$ cat config.mk
export PLATFORM = sky130hd
export DESIGN_NAME = wb_spi_bridge_host
export DESIGN_NICKNAME = d
export VERILOG_FILES = /design/src/rtl/wb_spi_bridge_host.sv
export SDC_FILE = /design/constraint.sdc
export NUM_CORES = 1
export LEC_CHECK = 0
export ABC_AREA = 1
export CORE_MARGIN = 2
export CORE_UTILIZATION = 35
export CTS_BUF_LIST = sky130_fd_sc_hd__clkbuf_8
export CTS_CLUSTER_DIAMETER = 120
export DETAILED_ROUTE_END_ITERATION = 16
export SLEW_MARGIN = 20
export SYNTH_ARGS = -nofsm -noshare
export SYNTH_HDL_FRONTEND = slang
export SYNTH_SLANG_ARGS = --single-unit
$ cat constraint.sdc
create_clock -name clk_i -period 1.29 [get_ports clk_i]
set_input_delay 0.129 -clock clk_i [delete_from_list [all_inputs] [get_ports clk_i]]
set_output_delay 0.129 -clock clk_i [all_outputs]
set_load 0.02 [all_outputs]
$ cat src/rtl/wb_spi_bridge_host.sv
// Wishbone B4 classic slave that turns each single-byte bus cycle into one SPI mode-0 frame.
// Optional feature: define WB_SPI_HOST_ABORT_EN to abandon a frame when cyc_i drops mid-transfer.
module wb_spi_bridge_host #(
  parameter int ADDR_WIDTH      = 23,
  parameter int CLK_DIV         = 2,
  parameter int READ_DUMMY_BITS = 8
) (
  input  logic                  clk_i,
  input  logic                  rst_i,
  input  logic                  cyc_i,
  input  logic                  stb_i,
  input  logic [ADDR_WIDTH-1:0] adr_i,
  input  logic                  we_i,
  input  logic [7:0]            dat_i,
  output logic                  ack_o,
  output logic                  err_o,
  output logic                  rty_o,
  output logic [7:0]            dat_o,
  output logic                  spi_ss_n,
  output logic                  spi_sck,
  output logic                  spi_mosi,
  input  logic                  spi_miso
);

  localparam int W_BITS = ADDR_WIDTH + 9;
  localparam int R_BITS = ADDR_WIDTH + 9 + READ_DUMMY_BITS;
  localparam int SH_W   = R_BITS;
  localparam int DIV_W  = (CLK_DIV > 1) ? $clog2(CLK_DIV) : 1;
  localparam int CNT_W  = $clog2(R_BITS + 1);

  localparam logic [DIV_W-1:0] DIV_MAX = DIV_W'(CLK_DIV - 1);
  localparam logic [CNT_W-1:0] W_LAST  = CNT_W'(W_BITS - 1);
  localparam logic [CNT_W-1:0] R_LAST  = CNT_W'(R_BITS - 1);

  typedef enum logic [2:0] {
    S_IDLE,
    S_SELECT,
    S_SHIFT,
    S_HOLD,
    S_DESELECT,
    S_ACK
  } state_t;

  state_t           state_q, state_d;
  logic [DIV_W-1:0] div_q, div_d;
  logic [CNT_W-1:0] bit_q, bit_d;
  logic             half_q, half_d;
  logic [SH_W-1:0]  shreg_q, shreg_d;
  logic [7:0]       rx_q, rx_d;
  logic             is_rd_q, is_rd_d;
  logic             aborted_q, aborted_d;
  logic [7:0]       dat_q, dat_d;
  logic             sck_q, sck_d;
  logic             ss_n_q, ss_n_d;
  logic             mosi_q, mosi_d;

  logic [SH_W-1:0]  wr_load;
  logic [SH_W-1:0]  rd_load;
  logic [CNT_W-1:0] last_bit;
  logic             div_done;

  // Frames are left-aligned so the MSB of the shift register is always the next MOSI bit.
  assign wr_load  = SH_W'({we_i, adr_i, dat_i}) << READ_DUMMY_BITS;
  assign rd_load  = SH_W'({we_i, adr_i}) << (8 + READ_DUMMY_BITS);
  assign last_bit = is_rd_q ? R_LAST : W_LAST;
  assign div_done = (div_q == '0);

  always_ff @(posedge clk_i) begin
    if (rst_i) begin
      state_q   <= S_IDLE;
      div_q     <= '0;
      bit_q     <= '0;
      half_q    <= 1'b0;
      shreg_q   <= '0;
      rx_q      <= '0;
      is_rd_q   <= 1'b0;
      aborted_q <= 1'b0;
      dat_q     <= '0;
      sck_q     <= 1'b0;
      ss_n_q    <= 1'b1;
      mosi_q    <= 1'b0;
    end else begin
      state_q   <= state_d;
      div_q     <= div_d;
      bit_q     <= bit_d;
      half_q    <= half_d;
      shreg_q   <= shreg_d;
      rx_q      <= rx_d;
      is_rd_q   <= is_rd_d;
      aborted_q <= aborted_d;
      dat_q     <= dat_d;
      sck_q     <= sck_d;
      ss_n_q    <= ss_n_d;
      mosi_q    <= mosi_d;
    end
  end

  always_comb begin
    state_d   = state_q;
    div_d     = div_q;
    bit_d     = bit_q;
    half_d    = half_q;
    shreg_d   = shreg_q;
    rx_d      = rx_q;
    is_rd_d   = is_rd_q;
    aborted_d = aborted_q;
    dat_d     = dat_q;
    sck_d     = sck_q;
    ss_n_d    = ss_n_q;
    mosi_d    = mosi_q;

    case (state_q)
      S_IDLE: begin
        sck_d     = 1'b0;
        ss_n_d    = 1'b1;
        mosi_d    = 1'b0;
        aborted_d = 1'b0;
        if (cyc_i && stb_i) begin
          state_d = S_SELECT;
          div_d   = DIV_MAX;
          is_rd_d = !we_i;
          shreg_d = we_i ? wr_load : rd_load;
          ss_n_d  = 1'b0;
          mosi_d  = we_i;
        end
      end
      S_SELECT: begin
        if (div_done) begin
          state_d = S_SHIFT;
          div_d   = DIV_MAX;
          bit_d   = '0;
          half_d  = 1'b0;
        end else begin
          div_d = div_q - 1'b1;
        end
      end
      S_SHIFT: begin
        if (!div_done) begin
          div_d = div_q - 1'b1;
        end else begin
          div_d = DIV_MAX;
          if (!half_q) begin
            half_d = 1'b1;
            sck_d  = 1'b1;
          end else begin
            // Last clock of the high half: sample MISO, then drop SCK and advance MOSI together.
            rx_d   = {rx_q[6:0], spi_miso};
            half_d = 1'b0;
            sck_d  = 1'b0;
            if (bit_q == last_bit) begin
              state_d = S_HOLD;
              mosi_d  = 1'b0;
            end else begin
              bit_d   = bit_q + 1'b1;
              shreg_d = shreg_q << 1;
              mosi_d  = shreg_q[SH_W-2];
            end
          end
        end
      end
      S_HOLD: begin
        if (div_done) begin
          state_d = S_DESELECT;
          div_d   = DIV_MAX;
          ss_n_d  = 1'b1;
        end else begin
          div_d = div_q - 1'b1;
        end
      end
      S_DESELECT: begin
        if (div_done) begin
          if (aborted_q) begin
            state_d = S_IDLE;
          end else begin
            state_d = S_ACK;
            if (is_rd_q) dat_d = rx_q;
          end
        end else begin
          div_d = div_q - 1'b1;
        end
      end
      S_ACK: begin
        state_d = S_IDLE;
      end
      default: begin
        state_d = S_IDLE;
      end
    endcase

`ifdef WB_SPI_HOST_ABORT_EN
    if (!cyc_i && (state_q == S_SELECT || state_q == S_SHIFT || state_q == S_HOLD)) begin
      state_d   = S_DESELECT;
      div_d     = DIV_MAX;
      sck_d     = 1'b0;
      ss_n_d    = 1'b1;
      mosi_d    = 1'b0;
      aborted_d = 1'b1;
    end
`endif
  end

  // A master that dropped cyc_i before the end of the frame is not acknowledged.
  assign ack_o    = (state_q == S_ACK) && cyc_i;
  assign err_o    = 1'b0;
  assign rty_o    = 1'b0;
  assign dat_o    = dat_q;
  assign spi_sck  = sck_q;
  assign spi_ss_n = ss_n_q;
  assign spi_mosi = mosi_q;

endmodule

## After elaboration in Yosys (flattened, before gate mapping)

Cells that the tools add are included.

- Register bits after elaboration: 70
- Bits of input ports: 37
- Word-level logic and storage cells: 85

- $add $sub $neg: 2
- Eq/ne operators: 14
- Mux-type cells: 37
- Bitwise logic cells: 1
- Reduce and logical (&&, ||, !) cells: 20

Operators by type and width:

| operator | count |
|---|---|
| 39-bit two-way mux | 4 |
| 39-bit one-hot mux with 2 select lines | 1 |
| 6-bit two-way mux | 5 |
| 3-bit two-way mux | 7 |
| 16-bit two-way mux | 1 |
| 2-bit inequality test (second input constant) | 8 |
| 3-bit one-hot mux with 5 select lines | 1 |
| 1-bit two-way mux | 12 |
| 6-bit one-hot mux with 2 select lines | 1 |
| 3-bit AND reduction | 4 |
| 5-bit AND reduction | 2 |
| 1-bit one-hot mux with 2 select lines | 4 |
| 2-bit AND reduction | 4 |
| 7-bit AND reduction | 1 |
| 6-bit by 1-bit adder with 6-bit output (second input constant) | 1 |
| 3-bit by 2-bit equality test with 1-bit output (second input constant) | 2 |
| 3-bit equality test (second input constant) | 2 |
| 6-bit equality test | 1 |
| 2-bit nonzero test | 3 |
| 3-bit by 1-bit equality test with 1-bit output (second input constant) | 1 |
| 3-bit zero test | 1 |
| 1-bit one-hot mux with 3 select lines | 1 |
| 3-bit nonzero test | 1 |
| 3-bit OR reduction | 1 |
| 4 further kinds | 5 |

## Logic depth before layout (Yosys ltp)

Gate-level depths: netlist of run 1.

- Depth after elaboration: 6
- Mapped depth: 11

## Worst setup path before layout of run 1

No wires, ideal clock.

- Path type: reg2reg
- Start: reg bit_q[0]
- End: reg shreg_q[20]
- Library setup time: 113 ps
- Arrival time: 1312 ps
- Data required time: 1177 ps
- Path slack: -134 ps
- Cell stages (with the launch flop): 10
- Clock period less this slack: 1424 ps
- Path through: dfxtp_1 ha_1 nand2_1 a21oi_2 nand3_4 nand3_4 buf_4 nand2_1 nand2_1 nor2_1

- Longest elaborated chain between the ends: 3

RTL lines:

| what | RTL line | text |
|---|---|---|
| start, declared | 46 | `logic [CNT_W-1:0] bit_q, bit_d;` |
| start signal, assigned | 85 | `bit_q <= bit_d;` |
| 6-bit equality test | 150 | `if (bit_q == last_bit) begin` |
| 2-bit inequality test (no source line) | - |  |
| 5-bit AND reduction (no source line) | - |  |
| end signal, assigned | 87 | `shreg_q <= shreg_d;` |
| end, declared | 48 | `logic [SH_W-1:0] shreg_q, shreg_d;` |

No other way between the ends.
A chain may end at the register's enable or synchronous reset.

## Worst setup path after layout of run 1

- Start: reg bit_q[0]
- End: reg shreg_q[27]

Same word-level chain as after synthesis.

==> flow_summary.yaml, run 1 <==
status:
  status: "finished with violations"
  violations: "negative setup slack"
synthesis:
  ys.flop_type: "dfxtp_1"
  yosysSeqAreaShare: 0.401
  synth.ff_latch_count: 62
  synth-async-reset-ratio: 0
  synth_top_area_share: 0.401
  synth_edf_count: 0
  netlist_area_um2: 3090
  synth.most_common_cell: "nand2_1"
  synth_area_leaders: "dfxtp_1 40%, nand2_1 16%, nor2_1 11%"
  post-synth-top-area-cell: "dfxtp_1"
  yosysWarnings: 0
  synth.distinct_cells: 28
  synth_cells: 469
  avgSynthCellArea_um2: 6.60
  synth_common_cells: "132 x nand2_1, 90 x nor2_1, 62 x dfxtp_1"
job:
  drv_cap: 0
critical_path:
  worst_path_max_delay_cell: "dfxtp_4"
  cp_cell_sequence: "ha_4 > nand2_4 > a21oi_4 > nand3_4 > nand3_4 > buf_12 > nand2_1 > nand2_1 > nor2_1"
  rrSetupSlack_ns: -0.15
  end_kind: "flip-flop"
  cpLargestDelayFamily: "simple AND/OR/NAND/NOR gates"
  worst-setup-path-type: "flip-flop to flip-flop"
  cp-start-kind: "flip-flop"
  path_max_fanout: 29
  worst-path-buf-inv: 1
  crit_arrival_ns: 1.67
  crit_start: "bit_q[0]"
  r2r_start: "bit_q[0]"
  cp_slowest_stage_delay_ns: 0.36
  required_ns: 1.53
clock_tree:
  cts_max_level: 3
  clock_latency_ns: 0.33
  cts_hold_buf: 0
  cts_buffer_depth: 2
  cts_num_sinks: 62
  cts_buffers: 9
  clk_pin_slew_ns: 0.07
  cts_tree: "done"
  root_buffer: "clkbuf_8"
worst_hold_path:
  hold_class: "input port to flip-flop"
  holdCritStartpoint: "spi_miso"
floorplanning:
  core_um2: 8640
  fp.dieArea_um2: 9610
  die_h_um: 98.0
  fp.dieW_um: 98.0
  ios: 51
  row_count: 34
  initial_core_util: 0.358
grt:
  antenna_found_initial: 0
  grt_pass1_wl_um: 13100
  gr-total-overflow: 0
  grt_pass1_vias: 2966
  grt_usage: 0.162
  grt_max_degree: 30
drt:
  viasPerCell: 4.74
  antenna_left: 0
  routed_wl_um: 7860
  wire_per_inst_um: 11.7
  vias: 3179
  drtIter0Drc: 111
  route.detailed.drc: 0
  dr.pass1.iters: 4
final_layout:
  fill_cells: 858
  multi_input_area_um2: 1780
  finish.instance_area_um2: 4580
  n_antenna_cell: 0
  drive_gt1_frac: 0.250
  fin_util: 0.531
  fin_nets: 596
  regArea_um2: 1250
  finalNonFillerCells: 671
  area_growth_pct: 48.1
sta:
  clock_skew_ns: 0.00900
  min_period_over_period: 1.11
  slew_viol_final: 0
  worst_slack_ns: -0.146
  max_freq_mhz: 697
  min_period_ns: 1.44
  final-hold-violation-count: 0
  grt_setup_unrepaired: "yes"
  tns_ns: -5.48
  setup_viol: 51
placement:
  portBuffers: 48
  dp_hpwl_um: 5290
  gp_congestion: 0.883
  placed_cell_area_um2: 4060
  dpl.cell_count: 651
power_and_ir_drop:
  total_leakage_power_nw: 2.06
  irDropWorstVdd_mv: 0.793
  total_power_w: 0.00864
  power.density_nw_per_um2: 1890
## stage by stage
step | hold WS [ns] | setup WS (ns)
finish | 0.377 | -0.146
global route | 0.389 | -0.245
CTS | 0.372 | -0.149
detailed placement | 0.438 | -0.216
global placement | 0.413 | -0.182
floorplan | 0.264 | -0.0559
## layout by cell type, fill, tap and decap left out, types with 3 or more instances in the layout
cell	n
a21oi_1	11
a21oi_2	12
buf_12	8
buf_4	37
buf_6	10
clkbuf_8	11
clkdlybuf4s50_1	36
dfxtp_1	57
dfxtp_4	3
dlygate4sd2_1	11
inv_1	32
inv_2	5
nand2_1	121
nand2_2	8
nand2_4	3
nand3_1	14
nand3_2	4
nand3_4	4
nand4_1	18
nor2_1	80
nor2_2	7
nor2_4	5
o21ai_0	33
o21ai_1	6
o21ai_2	6
## registers in the layout, summed over array words and instances, names as in the netlist
register	count
div_q	1
is_rd_q	1
spi_mosi	1
dat_o	8
rx_q	8
spi_sck	1
bit_q	6
shreg_q	31
half_q	1
spi_ss_n	1
state_q	3
## where the power goes
part,switching (W),internal [W]
combinational,0.00228,0.00175
sequential,0.000245,0.00240
clock,0.000775,0.00119
## kinds of logic (layout without fill, tap and decap cells)
| logic type | count (synthesis) | after routing | synth area share |
|---|---|---|---|
| AOI/OAI and AO/OA | 72 | 72 | 0.125 |
| adders and majority gates | 1 | 1 | 0.00404 |
| buffers and inverters | 66 | 159 | 0.0966 |
| DFF | 62 | 62 | 0.401 |
| other | 1 | 2 | 0.00121 |
| and+or+nand+nor | 267 | 267 | 0.372 |
## area by class of cell
| type | instances | area share |
|---|---|---|
| Timing Repair Buffer | 102 | 0.220 |
| Multi-Input combinational cell | 342 | 0.388 |
| Clock buffer | 11 | 0.0330 |
| Sequential cell | 62 | 0.274 |
| Tap cell | 108 | 0.0295 |
| Clock inverter | 5 | 0.0177 |
| Inverter | 41 | 0.0382 |
## layer usage
metal  GRT usage  vias up  part of all wire
li1            -     1665                 -
met1       0.214     1445              0.48
met2       0.259       60              0.46
met3      0.0358        9             0.041
met4      0.0598        0             0.014
met5           0        -                 0
## worst paths after layout
kind,to,depth (start not counted)
worst min register to register,half_q,1
worst max register to register,shreg_q[27],9
worst min-delay path,rx_q[0],3
worst max-delay path,shreg_q[27],9
## tightest hold or removal path, delay by kind of cell
kind / cells / cell delay, ns
buffers and inverters: 1 / 0.40
AND/OR/NAND/NOR: 2 / 0.15
## repair_timing
action / CTS / global route
gates resized for setup: 49 / 52
gates cloned: 0 / 0
setup endpoints to repair: 71 / 61
buffers inserted: 1 / 3
pin swaps: 9 / 9
(Power assumes the default switching activity.)
==> run 2, diff against run 1 <==
--- a/config.mk
+++ b/config.mk
@@ -12,4 +12,5 @@
 export CTS_CLUSTER_DIAMETER = 120
 export DETAILED_ROUTE_END_ITERATION = 16
+export DONT_BUFFER_PORTS = 1
 export SLEW_MARGIN = 20
 export SYNTH_ARGS = -nofsm -noshare
==> constraint.sdc (replaced) <==
create_clock -name clk_i -period 1.29 [get_ports clk_i]
set_input_delay 0.129 -clock clk_i [delete_from_list [all_inputs] [get_ports clk_i]]
set_output_delay 0.129 -clock clk_i [all_outputs]
set_load 0.005 [all_outputs]
==> run 2 against run 1 <==
  * The flow still finishes with violations (negative setup slack)
  * Via count is 5.4% lower
  * Sequential share of layout area up 3.5 points
  * Largest power group unchanged
  * Setup slack worse by 0.030 ns
  * Worst hold slack worse by 0.34 ns
  * Routed wire length rose by 0.70%
  * First-iteration DRC count down 2.7%
  * Register-to-register slack got worse by 0.03 ns
  * Flip-flop and latch count unchanged
  * Maximum frequency fell by 2.0%
  * Combinational power grew 12%
  * Global-route usage is 0.46 points lower
  * Clock skew shrank 0.0026 ns
  * Critical path type unchanged
==> flow_summary.yaml, run 2 (synthesized netlist as in run 1, its figures left out) <==
power_and_ir_drop:
  p_int_w: 0.00513
  share_comb_of_total_power: 0.519
  power.density_nw_per_um2: 2120
  total_leakage_power_nw: 1.82
  irDropWorstVdd_mv: 0.825
  swShare: 0.408
  p_clk_frac: 0.174
  seqPwrFrac: 0.307
  p_sw_w: 0.00354
sta:
  final-hold-violation-count: 0
  maxSlewHeadroom: 0.403
  worstMarginPinSlew_ns: 0.896
  clock_skew_ns: 0.00640
  min_period_over_period: 1.14
  min_period_ns: 1.47
  grt_setup_unrepaired: "yes"
  slew_viol_final: 0
  worst_slack_ns: -0.175
  setup_viol: 38
  max_freq_mhz: 682
floorplanning:
  fp.dieArea_um2: 9610
  core_um2: 8640
  initial_core_util: 0.358
  ios: 51
  row_count: 34
  fp.dieW_um: 98.0
  die_h_um: 98.0
grt:
  gr-total-overflow: 0
  grt_usage: 0.157
  antenna_found_initial: 0
  grt_pass1_vias: 2805
  grt_pass1_wl_um: 12400
  grt_max_degree: 44
critical_path:
  cp_cell_sequence: "ha_4 > nand2_4 > a21oi_4 > nand3_4 > nand3_4 > clkbuf_16 > nand2_2 > nand2_1 > nor2_1"
  crit_start: "bit_q[1]"
  worstSetupPathDepth: 9
  r2r_start: "bit_q[1]"
  crit_arrival_ns: 1.71
  worst-path-buf-inv: 1
  required_ns: 1.53
  cp_slowest_stage_delay_ns: 0.35
  end_kind: "flip-flop"
  worst-setup-path-type: "flip-flop to flip-flop"
  cp-start-kind: "flip-flop"
  path_max_fanout: 6
  reg2reg_to: "shreg_q[24]"
  ff2ff_path_depth: 9
  cp_common_cell: "nand3_4"
  cpLargestDelayFamily: "simple AND/OR/NAND/NOR gates"
  worst_path_max_delay_cell: "dfxtp_2"
  rrSetupSlack_ns: -0.18
final_layout:
  area_growth_pct: 32.0
  n_antenna_cell: 0
  fin_nets: 550
  top_register: "shreg_q"
  finish.instance_area_um2: 4080
  layout_commonest_cell: "nand2_1"
  regArea_um2: 1260
  final_cell_mix: "101 x nand2_1, 85 x nor2_1, 54 x dfxtp_1, 37 x buf_4, 33 x inv_1"
  drive_gt1_frac: 0.277
  multi_input_area_um2: 1790
  largest_reg_flops: 31
  fill_cells: 894
drt:
  drtIter0Drc: 108
  antenna_left: 0
  dr.pass1.iters: 6
  route.detailed.drc: 0
  wire_per_inst_um: 12.7
  viasPerCell: 4.81
  routed_wl_um: 7910
  vias: 3007
clock_tree:
  clock_latency_ns: 0.34
  clk_pin_slew_ns: 0.07
  cts_max_level: 3
  root_buffer: "clkbuf_8"
  cts_buffers: 9
  cts_num_sinks: 62
  cts_buffer_depth: 2
  cts_tree: "done"
placement:
  portBuffers: 0
  pre_cts_ws_ns: -0.138
  dp_hpwl_um: 5020
  placed_cell_area_um2: 3480
  gp_congestion: 0.812
job:
  drv_cap: 0
status:
  violations: "negative setup slack"
  status: "finished with violations"
worst_hold_path:
  hold_class: "input port to flip-flop"
  worstHoldPathCells: 4
  holdCritStartpoint: "adr_i[6]"
  worstHoldEndpoint: "shreg_q[22]"
run 2: changes by cell type in the layout (fill, tap and decap cells not counted), moves of 5 or more:
cell             previous run  this run
a21oi_2                    12         6
nor2_1                     80        85
dlygate4sd2_1              11         0
buf_12                      8         3
clkdlybuf4s50_1            36         0
nand2_1                   121       101
a21oi_1                    11        17
nand2_2                     8        26
o21ai_0                    33        26
o21ai_1                     6        16
nor2_2                      7         2
run 2: timing repair:
action                                 4_1_cts  5_1_grt
hold buffers                                 3        0
gates resized for setup                     17       84
cloned                                       0        5
buffers inserted                             3        3
pin swaps                                    4       15
setup endpoints to repair                   59       60
endpoints found under the hold margin       21        0
run 2: stage by stage:
step / total power (W) / std cells / hold WS [ns] / utilization / setup TNS, ns
after floorplan: 0.00508 / 470 / 0.264 / - / -1.43
after global placement: 0.00599 / 596 / 0.196 / 0.403 / -3.58
after detailed placement: 0.00605 / 596 / 0.198 / 0.403 / -5.38
after CTS: 0.00773 / 618 / 0.0131 / 0.436 / -3.47
after global routing: 0.00935 / 625 / 0.0515 / 0.473 / -8.33
final: 0.00867 / 625 / 0.0374 / 0.473 / -5.05
run 2: how the worst max path moves through the flow:
stage | end | slack, ns
after floorplan | shreg_q[30] | -0.06
after global placement | bit_q[3] | -0.11
after detailed placement | shreg_q[23] | -0.14
after CTS | shreg_q[23] | -0.11
after global routing | shreg_q[26] | -0.23
final | shreg_q[24] | -0.18
run 2: layer usage:
layer / vias up / global-route usage / wire length, µm
met5: - / 0 / 0
met4: 0 / 0.0385 / 62
met3: 7 / 0.0530 / 389
met2: 50 / 0.262 / 3770
met1: 1371 / 0.196 / 3690
li1: 1579 / - / -
run 2: power groups by stage:
| stage | clock [W] | sequential [W] | combinational [W] |
|---|---|---|---|
| finish | 0.00151 | 0.00266 | 0.00451 |
| global route | 0.00166 | 0.00271 | 0.00498 |
| CTS | 0.00156 | 0.00265 | 0.00352 |
| detailed placement | 0 | 0.00267 | 0.00338 |
| global placement | 0 | 0.00267 | 0.00332 |
| floorplan | 0 | 0.00257 | 0.00250 |
run 2: final cells by class:
cell class,count,share of cell area
Clock buffer,9,0.0303
Clock inverter,7,0.0126
Inverter,41,0.0432
Multi-Input combinational cell,343,0.438
Sequential cell,62,0.309
Tap cell,108,0.0331
Timing Repair Buffer,55,0.134
run 2: worst min-delay path: stages:
cell and delay [ns]:
nand2_1 0.03, o21ai_0 0.06, nor2_1 0.05, nor2_1 0.08
==> run 3, diff against run 2 <==
CORE_UTILIZATION = 59   (was 35)
PLACE_DENSITY = 0.78   (was default)
SLEW_MARGIN = 10   (was 20)
==> run 3 against run 2 <==
  * The run ends with negative hold slack, negative setup slack left
  * First-iteration DRC count grew 34%
  * Total power shrank 8.1%
  * Count of clock-buffer cells in the layout grew 2
  * Clock power grew 4%
  * Sequential power is essentially flat
  * Clock skew grew 0.0035 ns
  * Routed wire length shrank 7.2%
  * Die area shrank 39%
  * Via count grew 0.17%
  * Highest routed layer unchanged
  * Maximum frequency grew 3.5%
  * Critical endpoint is now shreg_q[35]
==> flow_summary.yaml, run 3 (synthesized netlist as in run 1, its figures left out) <==
floorplanning:
  initial_core_util: 0.610
  core_um2: 5070
  row_count: 26
  fp.dieArea_um2: 5840
  ios: 51
  die_h_um: 76.4
  fp.dieW_um: 76.4
final_layout:
  multi_input_area_um2: 1720
  largest_reg_flops: 31
  n_antenna_cell: 0
  final_cell_mix: "125 x nand2_1, 85 x nor2_1, 56 x dfxtp_1, 36 x buf_4, 32 x inv_1"
  top_register: "shreg_q"
  fill_cells: 372
  layout_commonest_cell: "nand2_1"
  regArea_um2: 1260
  fin_nets: 544
  drive_gt1_frac: 0.235
  area_growth_pct: 25.9
drt:
  drtIter0Drc: 145
  routed_wl_um: 7340
  wire_per_inst_um: 12.6
  vias: 3012
  dr.pass1.iters: 5
  viasPerCell: 5.18
  antenna_left: 0
  route.detailed.drc: 0
clock_tree:
  cts_buffers: 9
  clock_latency_ns: 0.34
  cts_max_level: 3
  clk_pin_slew_ns: 0.07
  cts_hold_buf: 2
  cts_buffer_depth: 2
  root_buffer: "clkbuf_8"
  cts_num_sinks: 62
  cts_tree: "done"
job:
  drv_cap: 0
worst_hold_path:
  worstHoldPathCells: 1
  holdCritStartpoint: "rst_i"
  hold_class: "input port to flip-flop"
  worstHoldEndpoint: "bit_q[0]"
critical_path:
  required_ns: 1.52
  rrSetupSlack_ns: -0.13
  r2r_start: "state_q[2]"
  crit_arrival_ns: 1.65
  worst-setup-path-type: "flip-flop to flip-flop"
  reg2reg_to: "shreg_q[35]"
  path_max_fanout: 28
  ff2ff_path_depth: 9
  cp-start-kind: "flip-flop"
  end_kind: "flip-flop"
  crit_start: "state_q[2]"
status:
  status: "finished with violations"
  violations: "negative hold slack, negative setup slack"
sta:
  max_freq_mhz: 706
  whs_ns: -0.158
  clock_skew_ns: 0.00989
  final-hold-violation-count: 19
  slew_viol_final: 0
  min_period_over_period: 1.10
  grt_setup_unrepaired: "yes"
  setup_viol: 49
  worst_slack_ns: -0.126
  min_period_ns: 1.42
power_and_ir_drop:
  total_power_w: 0.00797
  total_leakage_power_nw: 1.78
  irDropWorstVdd_mv: 1.38
  power.density_nw_per_um2: 2050
placement:
  portBuffers: 0
  dp_hpwl_um: 4730
  gp_congestion: 0.854
grt:
  grt_usage: 0.248
  antenna_found_initial: 0
  gr-total-overflow: 0
  grt_max_degree: 49
  grt_pass1_wl_um: 11700
  grt_pass1_vias: 2735
-- run 3: changes by cell type in the layout (fill, tap and decap cells not counted), sizes merged --
cell and change:
nand3 -1, dlymetal6s4s -1, inv +1, clkinvlp -1, buf -1, clkinv -2
clkbuf -1
-- run 3: layout make-up --
cell class	count	area share
multi-input cells	342	0.443
flip-flops and latches	62	0.323
repair buffers	50	0.120
inverters	41	0.0440
clock buffers	11	0.0389
well taps	70	0.0225
clock inverters	5	0.00835
-- run 3: worst max-delay path by stage --
| stage | end | slack (ns) | cells after the start |
|---|---|---|---|
| after floorplan | shreg_q[30] | -0.06 | 9 |
| after global placement | spi_mosi | -0.12 | 10 |
| after detailed placement | shreg_q[35] | -0.15 | 8 |
| after CTS | shreg_q[35] | -0.1 | 9 |
| after global routing | shreg_q[38] | -0.22 | 8 |
| final | shreg_q[35] | -0.13 | 9 |
-- run 3: worst max-delay path, stage by stage, from the launching register on --
cell and delay, ns:
dfxtp_4 0.38, nor2_8 0.17, nand2_8 0.11, clkinv_8 0.09, nand3_4 0.09, nand3_4 0.13, buf_12 0.17, nand2_1 0.07
nand2_1 0.06, nor2_1 0.04
-- run 3: metrics by stage --
step | utilization | worst slack (ns) | TNS (ns) | std cells | instance area (µm²)
3_3_place_gp | 0.675 | -0.119 | -3.75 | 556 | 3430
5_1_grt | 0.768 | -0.215 | -8.35 | 581 | 3890
6_report | 0.768 | -0.126 | -4.30 | 581 | 3890
2_1_floorplan | - | -0.0559 | -1.43 | 470 | 3150
4_1_cts | 0.741 | -0.0968 | -2.70 | 580 | 3760
3_5_place_dp | 0.675 | -0.149 | -5.07 | 556 | 3430
-- run 3: metal layers --
| layer | track usage | vias to the layer above | wire length [µm] |
|---|---|---|---|
| met5 | 0 | - | 0 |
| met4 | 0.0927 | 0 | 101 |
| li1 | - | 1560 | - |
| met1 | 0.288 | 1378 | 3210 |
| met3 | 0.0687 | 10 | 334 |
| met2 | 0.435 | 64 | 3700 |
-- run 3: repair_timing --
item                                    in CTS  in global routing
pin swaps                                    8                 12
gates resized for setup                     22                 49
hold endpoints to repair                    21                 19
buffers inserted                             6                  2
endpoints found under the setup margin      56                 60
-- run 3: power by group --
group / internal, W / switching [W]
Clock: 0.000799 / 0.000775
Combinational: 0.00158 / 0.00218
Sequential: 0.00240 / 0.000252
